$ cat src/rtl/cpu_reg_pkg.sv
// cpu_reg_pkg -- shared constants and types for the ID-stage read-register issue logic.
// Rev 1.0
`default_nettype none

package cpu_reg_pkg;

  localparam int DEF_REG_ADDR_W = 5;
  localparam int REG_SEL_W      = 2;

  typedef enum logic [REG_SEL_W-1:0] {
    SRC_RS   = 2'd0,
    SRC_RT   = 2'd1,
    SRC_RD   = 2'd2,
    SRC_ZERO = 2'd3
  } reg_sel_t;

endpackage

`default_nettype wire

$ cat src/rtl/reg_scoreboard.sv
// reg_scoreboard -- busy-bit array with set-wins priority, r0 masking and RAW hazard lookup.
// Rev 1.0; WB_BYPASS_EN lets a register being written back this cycle read as not busy.
`default_nettype none

module reg_scoreboard
  import cpu_reg_pkg::*;
#(
  parameter int NUM_RD_PORTS = 2,
  parameter int REG_ADDR_W   = DEF_REG_ADDR_W
) (
  input  logic                               clk,
  input  logic                               rst_n,
  input  logic                               set_en,
  input  logic [REG_ADDR_W-1:0]              set_reg,
  input  logic                               wb_clr_en,
  input  logic [REG_ADDR_W-1:0]              wb_clr_reg,
  input  logic                               flush_clr_en,
  input  logic [REG_ADDR_W-1:0]              flush_clr_reg,
  input  logic [NUM_RD_PORTS*REG_ADDR_W-1:0] rd_addr,
  output logic                               hazard
);

  localparam int NUM_REGS = 2**REG_ADDR_W;

  logic [NUM_REGS-1:0]     busy_q;
  logic [NUM_REGS-1:0]     busy_d;
  logic [NUM_RD_PORTS-1:0] port_hz;

  // Set is applied last so a new producer outranks a same-cycle retire.
  always_comb begin
    busy_d = busy_q;
    if (wb_clr_en)    busy_d[wb_clr_reg]    = 1'b0;
    if (flush_clr_en) busy_d[flush_clr_reg] = 1'b0;
    if (set_en)       busy_d[set_reg]       = 1'b1;
    busy_d[0] = 1'b0;
  end

  always_ff @(posedge clk or negedge rst_n) begin
    if (!rst_n) busy_q <= '0;
    else        busy_q <= busy_d;
  end

  for (genvar p = 0; p < NUM_RD_PORTS; p++) begin : g_lookup
    logic [REG_ADDR_W-1:0] addr;
    assign addr = rd_addr[p*REG_ADDR_W +: REG_ADDR_W];
`ifdef WB_BYPASS_EN
    assign port_hz[p] = busy_q[addr] && (addr != '0) && !(wb_clr_en && (wb_clr_reg == addr));
`else
    assign port_hz[p] = busy_q[addr] && (addr != '0);
`endif
  end

  assign hazard = |port_hz;

endmodule

`default_nettype wire

$ cat src/rtl/reg_read_issue_ctrl.sv
// reg_read_issue_ctrl -- per-port read select, RAW stall, ID->EX handshake and stall counter.
// Rev 1.0; optional WB_BYPASS_EN (same-cycle writeback removes the hazard).
`default_nettype none

module reg_read_issue_ctrl
  import cpu_reg_pkg::*;
#(
  parameter int NUM_RD_PORTS = 2,
  parameter int REG_ADDR_W   = DEF_REG_ADDR_W,
  parameter int SEL_W        = REG_SEL_W,
  parameter int STALL_CNT_W  = 16
) (
  input  logic                               clk,
  input  logic                               rst_n,
  input  logic [REG_ADDR_W-1:0]              rs_id,
  input  logic [REG_ADDR_W-1:0]              rt_id,
  input  logic [REG_ADDR_W-1:0]              rd_id,
  input  logic [NUM_RD_PORTS*SEL_W-1:0]      sel_id,
  input  logic [REG_ADDR_W-1:0]              dest_id,
  input  logic                               wr_en_id,
  input  logic                               id_valid,
  output logic                               id_ready,
  input  logic                               ex_ready,
  output logic                               ex_valid,
  input  logic                               flush,
  input  logic                               wb_valid,
  input  logic [REG_ADDR_W-1:0]              wb_reg,
  output logic [NUM_RD_PORTS*REG_ADDR_W-1:0] r_addr,
  output logic [NUM_RD_PORTS*REG_ADDR_W-1:0] ex_raddr,
  output logic [STALL_CNT_W-1:0]             stall_cnt
);

  logic                               hazard;
  logic                               fire;
  logic                               ex_valid_q, ex_valid_d;
  logic                               ex_wr_q, ex_wr_d;
  logic [REG_ADDR_W-1:0]              ex_dest_q, ex_dest_d;
  logic [NUM_RD_PORTS*REG_ADDR_W-1:0] ex_raddr_q, ex_raddr_d;
  logic [STALL_CNT_W-1:0]             stall_cnt_q, stall_cnt_d;

  for (genvar p = 0; p < NUM_RD_PORTS; p++) begin : g_port
    reg_sel_t              src;
    logic [REG_ADDR_W-1:0] addr;
    assign src = reg_sel_t'(sel_id[p*SEL_W +: REG_SEL_W]);
    always_comb begin
      addr = '0;
      case (src)
        SRC_RS:   addr = rs_id;
        SRC_RT:   addr = rt_id;
        SRC_RD:   addr = rd_id;
        SRC_ZERO: addr = '0;
      endcase
    end
    assign r_addr[p*REG_ADDR_W +: REG_ADDR_W] = addr;
  end

  reg_scoreboard #(
    .NUM_RD_PORTS (NUM_RD_PORTS),
    .REG_ADDR_W   (REG_ADDR_W)
  ) u_scoreboard (
    .clk           (clk),
    .rst_n         (rst_n),
    .set_en        (fire && wr_en_id && (dest_id != '0)),
    .set_reg       (dest_id),
    .wb_clr_en     (wb_valid),
    .wb_clr_reg    (wb_reg),
    .flush_clr_en  (flush && ex_valid_q && ex_wr_q),
    .flush_clr_reg (ex_dest_q),
    .rd_addr       (r_addr),
    .hazard        (hazard)
  );

  assign id_ready = !hazard && (ex_ready || !ex_valid_q) && !flush;
  assign fire     = id_valid && id_ready;

  // Flush outranks everything; fire cannot coincide because id_ready is low.
  always_comb begin
    ex_valid_d = ex_valid_q;
    ex_wr_d    = ex_wr_q;
    ex_dest_d  = ex_dest_q;
    ex_raddr_d = ex_raddr_q;
    if (flush) begin
      ex_valid_d = 1'b0;
    end else if (fire) begin
      ex_valid_d = 1'b1;
      ex_wr_d    = wr_en_id && (dest_id != '0);
      ex_dest_d  = dest_id;
      ex_raddr_d = r_addr;
    end else if (ex_ready) begin
      ex_valid_d = 1'b0;
    end
  end

  always_comb begin
    stall_cnt_d = stall_cnt_q;
    if (id_valid && hazard && (stall_cnt_q != '1))
      stall_cnt_d = stall_cnt_q + STALL_CNT_W'(1);
  end

  always_ff @(posedge clk or negedge rst_n) begin
    if (!rst_n) begin
      ex_valid_q  <= 1'b0;
      ex_wr_q     <= 1'b0;
      ex_dest_q   <= '0;
      ex_raddr_q  <= '0;
      stall_cnt_q <= '0;
    end else begin
      ex_valid_q  <= ex_valid_d;
      ex_wr_q     <= ex_wr_d;
      ex_dest_q   <= ex_dest_d;
      ex_raddr_q  <= ex_raddr_d;
      stall_cnt_q <= stall_cnt_d;
    end
  end

  assign ex_valid  = ex_valid_q;
  assign ex_raddr  = ex_raddr_q;
  assign stall_cnt = stall_cnt_q;

endmodule

`default_nettype wire

$ cat config.mk
export PLATFORM = sky130hd
export DESIGN_NAME = reg_read_issue_ctrl
export DESIGN_NICKNAME = d
export VERILOG_FILES = /design/src/rtl/cpu_reg_pkg.sv /design/src/rtl/reg_scoreboard.sv /design/src/rtl/reg_read_issue_ctrl.sv
export SDC_FILE = /design/constraint.sdc
export NUM_CORES = 1
export LEC_CHECK = 0
export ABC_CLOCK_PERIOD_IN_PS = 2320
export BUFFER_PORTS_ARGS = -buffer_cell sky130_fd_sc_hd__buf_2
export CAP_MARGIN = 15
export CORE_AREA = 2 2 94 105
export CTS_BUF_LIST = sky130_fd_sc_hd__clkbuf_2 sky130_fd_sc_hd__clkbuf_4 sky130_fd_sc_hd__clkbuf_8
export CTS_CLUSTER_SIZE = 25
export DETAILED_ROUTE_END_ITERATION = 12
export DIE_AREA = 0 0 96 107
export HOLD_SLACK_MARGIN = 0.05
export PLACE_DENSITY = 0.79
export SETUP_SLACK_MARGIN = 0.15
export SYNTH_ARGS = -nofsm -noshare
export SYNTH_HDL_FRONTEND = slang
export SYNTH_SLANG_ARGS = --single-unit
$ cat constraint.sdc
create_clock -name clk -period 2.32 [get_ports clk]
set_input_delay 0.232 -clock clk [delete_from_list [all_inputs] [get_ports clk]]
set_output_delay 0.232 -clock clk [all_outputs]
set_load 0.005 [all_outputs]
# Yosys cells after proc, flatten, opt, wreduce, memory -nomap -nowiden
# Index checks and enable logic that the tools add are counted.
# word_totals
output_inout_bits,38
inputBits,36
wordCells,73
register_bits,64
# classes
order_cmp,8
n_reduce_logical,27
add_sub_neg,1
mux,18
n_bitwise,6
eq_ne,7
# ops
op,n
$mux W32,3
$and A32 B32 Y32,2
$not A32 Y32,2
$pmux W5 S4,2
$or A32 B32 Y32,1
$lt A5 B6 Y1 const B,5
$add A16 B1 Y16 const B,1
$ne A16 B16 Y1 const B,1
$demux W1 S5,3
$ge A5 B1 Y1 const B,3
$logic_and A1 B1 Y1,15
$reduce_bool A5 Y1,3
$bmux W1 S5,2
$eq A2 B2 Y1 const B,4
$mux W1,8
$eq A2 B1 Y1 const B,2
$logic_not A2 Y1,2
$logic_not A1 Y1,3
$reduce_bool A3 Y1,1
$reduce_and A2 Y1,1
$reduce_or A2 Y1,1
$logic_or A1 B1 Y1,1
$not A1 Y1,1

# Depth between registers and ports, before layout
# logic_depth
ltp_word,13
mapped_depth,16
depth_no_buf,11

# Modules after synthesis
# A second synthesis with hierarchy kept.
# hier_totals
cells_unflattened,351
area_unflattened_um2,3881.2
# modules_own_cells
mod,n_inst,seq_area_each_um2,area_each_um2,cells_each
reg_scoreboard,1,775.7,2212.1,203
reg_read_issue_ctrl,1,825.8,1669.1,148

# Worst setup path before layout
# OpenSTA, ideal clock, no wires.
# synth_timing
path_type,input to register
startpoint,input sel_id[3]
endpoint,register u_scoreboard.busy_q[18]
slack_ns,-0.659
path_buffers,4
arrival_ns,2.914
cell_stages,13
setup_ns,0.064
t_required_ns,2.256
cell_sequence,buf_2 mux2i_1 o21ai_2 buf_2 mux2i_1 mux2i_1 o211ai_1 nand4_1 or4_1 clkbuf_1 buf_2 nor3_2 a31o_2
# synth_via
elab_chain_cells,13
elab_cells_between_ends,17
cone_classes,eq/ne (3); mux (4); reduce/logical (10)
# synth_rtl
item,line,rtl
from (decl),reg_read_issue_ctrl.sv:18,"input logic [NUM_RD_PORTS*SEL_W-1:0] sel_id,"
$eq A2 B2 Y1 (tied with other cells),reg_read_issue_ctrl.sv:47,case (src)
$pmux W5 S4 *,reg_read_issue_ctrl.sv:47,
net r_addr[5],reg_read_issue_ctrl.sv:28,"output logic [NUM_RD_PORTS*REG_ADDR_W-1:0] r_addr,"
$bmux W1 S5,reg_scoreboard.sv:49,assign port_hz[p] = busy_q[addr] && (addr != '0);
$mux W1 (not written as such),reg_scoreboard.sv:49,
$logic_and A1 B1 Y1 *,reg_scoreboard.sv:49,
$reduce_or A2 Y1 *,reg_scoreboard.sv:53,assign hazard = |port_hz;
$logic_not A1 Y1 *,reg_read_issue_ctrl.sv:73,assign id_ready = !hazard && (ex_ready || !ex_valid_q) && !flush;
$logic_and A1 B1 Y1 * (2 in a row),reg_read_issue_ctrl.sv:73,
$logic_and A1 B1 Y1 *,reg_read_issue_ctrl.sv:74,assign fire = id_valid && id_ready;
$logic_and A1 B1 Y1 * (2 in a row),reg_read_issue_ctrl.sv:63,".set_en (fire && wr_en_id && (dest_id != '0)),"
$mux W32 *,reg_scoreboard.sv:34,if (set_en) busy_d[set_reg] = 1'b1;
net u_scoreboard.busy_d[18],reg_scoreboard.sv:26,logic [NUM_REGS-1:0] busy_d;
to (signal assigned),reg_scoreboard.sv:40,else busy_q <= busy_d;
to (decl),reg_scoreboard.sv:25,logic [NUM_REGS-1:0] busy_q;
# Mark *: on every way through the listed nets, which the timed path passes. The rest lies on a longest branch. The select of a mux whose other input is x is not followed.
# A chain may end at the register's enable or synchronous reset.

# Worst setup path after layout
# layout_timing
startpoint,register u_scoreboard.busy_q[23]
endpoint,register u_scoreboard.busy_q[3]
# layout_via
elab_chain_cells,11
elab_cells_between_ends,14
cone_classes,mux (5); reduce/logical (9)
# layout_rtl
item,line
$bmux W1 S5,reg_scoreboard.sv:49
$mux W1 (not written as such),reg_scoreboard.sv:49
$logic_and A1 B1 Y1,reg_scoreboard.sv:49
$reduce_or A2 Y1 *,reg_scoreboard.sv:53
$logic_not A1 Y1 *,reg_read_issue_ctrl.sv:73
$logic_and A1 B1 Y1 * (2 in a row),reg_read_issue_ctrl.sv:73
$logic_and A1 B1 Y1 *,reg_read_issue_ctrl.sv:74
$logic_and A1 B1 Y1 * (2 in a row),reg_read_issue_ctrl.sv:63
$mux W32 *,reg_scoreboard.sv:34
net u_scoreboard.busy_d[3],reg_scoreboard.sv:26
# Marks and branches as above.

==> flow_summary.ini <==
[global_route]
grt_util_all_layers_pct = 27.02
antenna_found_initial = 0
grt_pass1_vias = 4175
grt_max_degree = 40
grt_pass1_wl_mm = 21.35
gr-total-overflow = 0

[final_layout]
layout_commonest_cell = buf_4
fill_cells = 723
instances_no_fill = 721
fin_nets = 636
diodes = 0
final_cell_mix = buf_4 (91), buf_2 (71), dfrtp_1 (64), nand2_1 (44), mux2i_1 (35)
post_route_cells_drive_above_1_share_pct = 47.85
synthToLayoutAreaGrowth_pct = 47.50

[critical_path]
crit_family = compound AO/OA/AOI/OAI gates
path_buf_inv = 1
crit_path_start_kind = flip-flop
path_cells = buf_4 -> a2111oi_4 -> o21ai_1 -> a22oi_1 -> o2111ai_2 -> or4_4 -> or3_4 -> o21ai_2
crit_required_ns = 2.59
crit_type = reg -> reg
arrival_ns = 2.98
cp_max_fo = 8
endpoint_kind = flip-flop
crit_path_top_delay_cell = or4_4
slowest_delay_ns = 0.58

[synthesis]
synth_top_cell_area_share_pct = 39.58
synth_flop_cell = dfrtp_1
seq_area_frac_synth_pct = 39.58
yosys.area.top_type = dfrtp_1
netlist_area_um2 = 4046
async_flop_share_pct = 100.0
ys_types = 54
post_synth_inst_count = 432
synthesis.nets = 469
syn_avg_cell_area_um2 = 9.367
synth-seq-cells = 64
synth_edf_count = 0
synth_area_leaders = dfrtp_1 (40%), mux2i_1 (9.9%), o221ai_1 (5.0%)
yosys_warnings = 0

[timing]
slew-limit-headroom_pct = 59.01
fmax_mhz = 369.3
finalHoldViolCount = 0
worst_slack_ns = -0.3882
tns_ns = -16.26
rsz0062_at_grt = true
skew_ns = 0.01154
slew_viol_final = 0
fin_crit_sh_pct = 116.7
worst_pin_slew_ns = 0.6149
setup_viol = 65
period_minus_slack_ns = 2.708

[pwr]
power_frac_clock_pct = 25.6
ir_drop_mv = 0.6912
pwr-share-seq_pct = 39.9
p_sw_mw = 1.405
intPower_mw = 2.648
swShare_pct = 34.67
power.leakage_nw = 2.763
power_density_nw_per_um2 = 679.1
p_comb_share_pct = 34.5

[route]
routed_wl_mm = 13.72
wl_per_cell_um = 19.02
first_pass_iters = 4
num_vias = 4298
drc = 0
vias_per_cell = 5.961
detail-route-antenna-nets = 0
drtIter0Drc = 306

[floorplan]
core_region_area_um2 = 9213
die_y_um = 107
num_rows = 37
io_pins = 74
dieArea_um2 = 10270
start_util_pct = 43.92
die_w_um = 96

[status]
violations = negative setup slack
outcome = finished, violations left

[place]
place_ws_ns = -0.9455
hpwl_mm = 9.578
io_buffer_count = 73
place.gp.congestion = 0.9991
dp.cells = 684

[clock_tree]
cts_max_path_buffers = 2
insertion_delay_ns = 0.35
ctsRootBufferMaster = clkbuf_8
clk_pin_slew_worst_paths_ns = 0.07
clock_sinks = 64
h-tree-depth = 3
cts_tree = built
numCtsBuffers = 9

[worst_hold_path]
hold_class = in -> reg

[run]
cap_violations = 0
[cell families after synthesis]
kind of cell | Yosys count | synth area share (%)
flip-flops | 64 | 39.58
adder cells (fa/ha/maj) | 1 | 0.3092
AND/OR/NAND/NOR | 146 | 18.86
buffers and inverters | 40 | 4.391
AO/OA/AOI/OAI | 114 | 20.01
multiplexers | 52 | 13.61
XOR/XNOR | 15 | 3.247
[power by group through the flow]
stage | clock network, mW | logic (mW) | registers (mW)
final | 1.04 | 1.40 | 1.62
after global routing | 1.10 | 1.52 | 1.65
after CTS | 1.04 | 1.32 | 1.60
after detailed placement | 0 | 1.15 | 1.61
after global placement | 0 | 1.12 | 1.60
after floorplan | 0 | 0.615 | 1.56
[worst paths after layout]
kind,start,end,cells past startpoint,slack (ns)
setup / recovery,u_scoreboard.busy_q[23],u_scoreboard.busy_q[3],8,-0.39
hold / removal,flush,ex_valid,2,0.13
hold reg to reg,ex_raddr[6],ex_raddr[6],2,0.48
max in group asynchronous,rst_n,u_scoreboard.busy_q[20],3,1.27
min in group asynchronous,rst_n,stall_cnt[10],2,0.42
setup reg to reg,u_scoreboard.busy_q[23],u_scoreboard.busy_q[3],8,-0.39
[sequential cells by signal (all words and copies together), names as in the netlist]
register and flops:
ex_dest_q 5, ex_valid 1, ex_raddr 10, stall_cnt 16
u_scoreboard.busy_q 31, ex_wr_q 1
[worst register-to-register path, stage by stage (launching register included)]
cell and delay (ns):
dfrtp_1 0.38, buf_4 0.16, a2111oi_4 0.37, o21ai_1 0.11, a22oi_1 0.21, o2111ai_2 0.19
or4_4 0.58, or3_4 0.45, o21ai_2 0.18
[synth_stat cells (all sizes together) (4+ instances only)]
| library cell | count |
|---|---|
| or3b | 7 |
| a221oi | 6 |
| o21ai | 48 |
| or3 | 5 |
| o2bb2ai | 5 |
| nand3 | 13 |
| nor3 | 15 |
| buf | 13 |
| o211ai | 4 |
| nand2 | 44 |
| dfrtp | 64 |
| inv | 17 |
| nand4 | 4 |
| nor2b | 6 |
| mux2i | 41 |
| a21oi | 6 |
| clkbuf | 10 |
| a211oi | 4 |
| o221ai | 23 |
| xor2 | 12 |
| nor2 | 21 |
| nand3b | 14 |
| mux2 | 11 |
[routing by layer]
layer,global-route usage [%],up-vias,share of wire (%)
met4,11.53,0,3.3
li1,-,1961,-
met1,35.05,2112,41
met3,5.973,40,6.5
met5,0,-,0
met2,43.01,185,49
[cell type report]
class                   count  area, um^2  share of cell area, %
repair inverters            1       7.507                 0.1258
repair buffers            178        1264                  21.17
multi-input cells         328        2664                  44.63
inverters                  17       73.82                  1.237
flip-flops and latches     64        1602                  26.83
well taps                 117       146.4                  2.453
clock inverters             2       37.54                 0.6289
clock buffers              14       173.9                  2.914
[timing repair]
action                                  in CTS  in global routing
cloned                                       2                  0
endpoints found under the setup margin      65                 65
gates resized for setup                     79                 19
endpoints found under the hold margin       25                  0
hold buffers                                 1                  0
pin swaps                                   35                 17
setup buffers                               14                  4
[per-stage QoR]
step | util (%) | cell area, um^2 | power, mW | hold WS, ns
finish | 64.78 | 5968 | 4.053 | 0.1292
floorplan | - | 4154 | 2.171 | -0.06359
CTS | 63.43 | 5843 | 3.961 | 0.1203
global route | 64.78 | 5968 | 4.268 | 0.1296
detailed placement | 56.06 | 5165 | 2.759 | 0.2783
global placement | 56.06 | 5165 | 2.718 | 0.2664
Note: power is estimated with default switching activity, not from simulation.
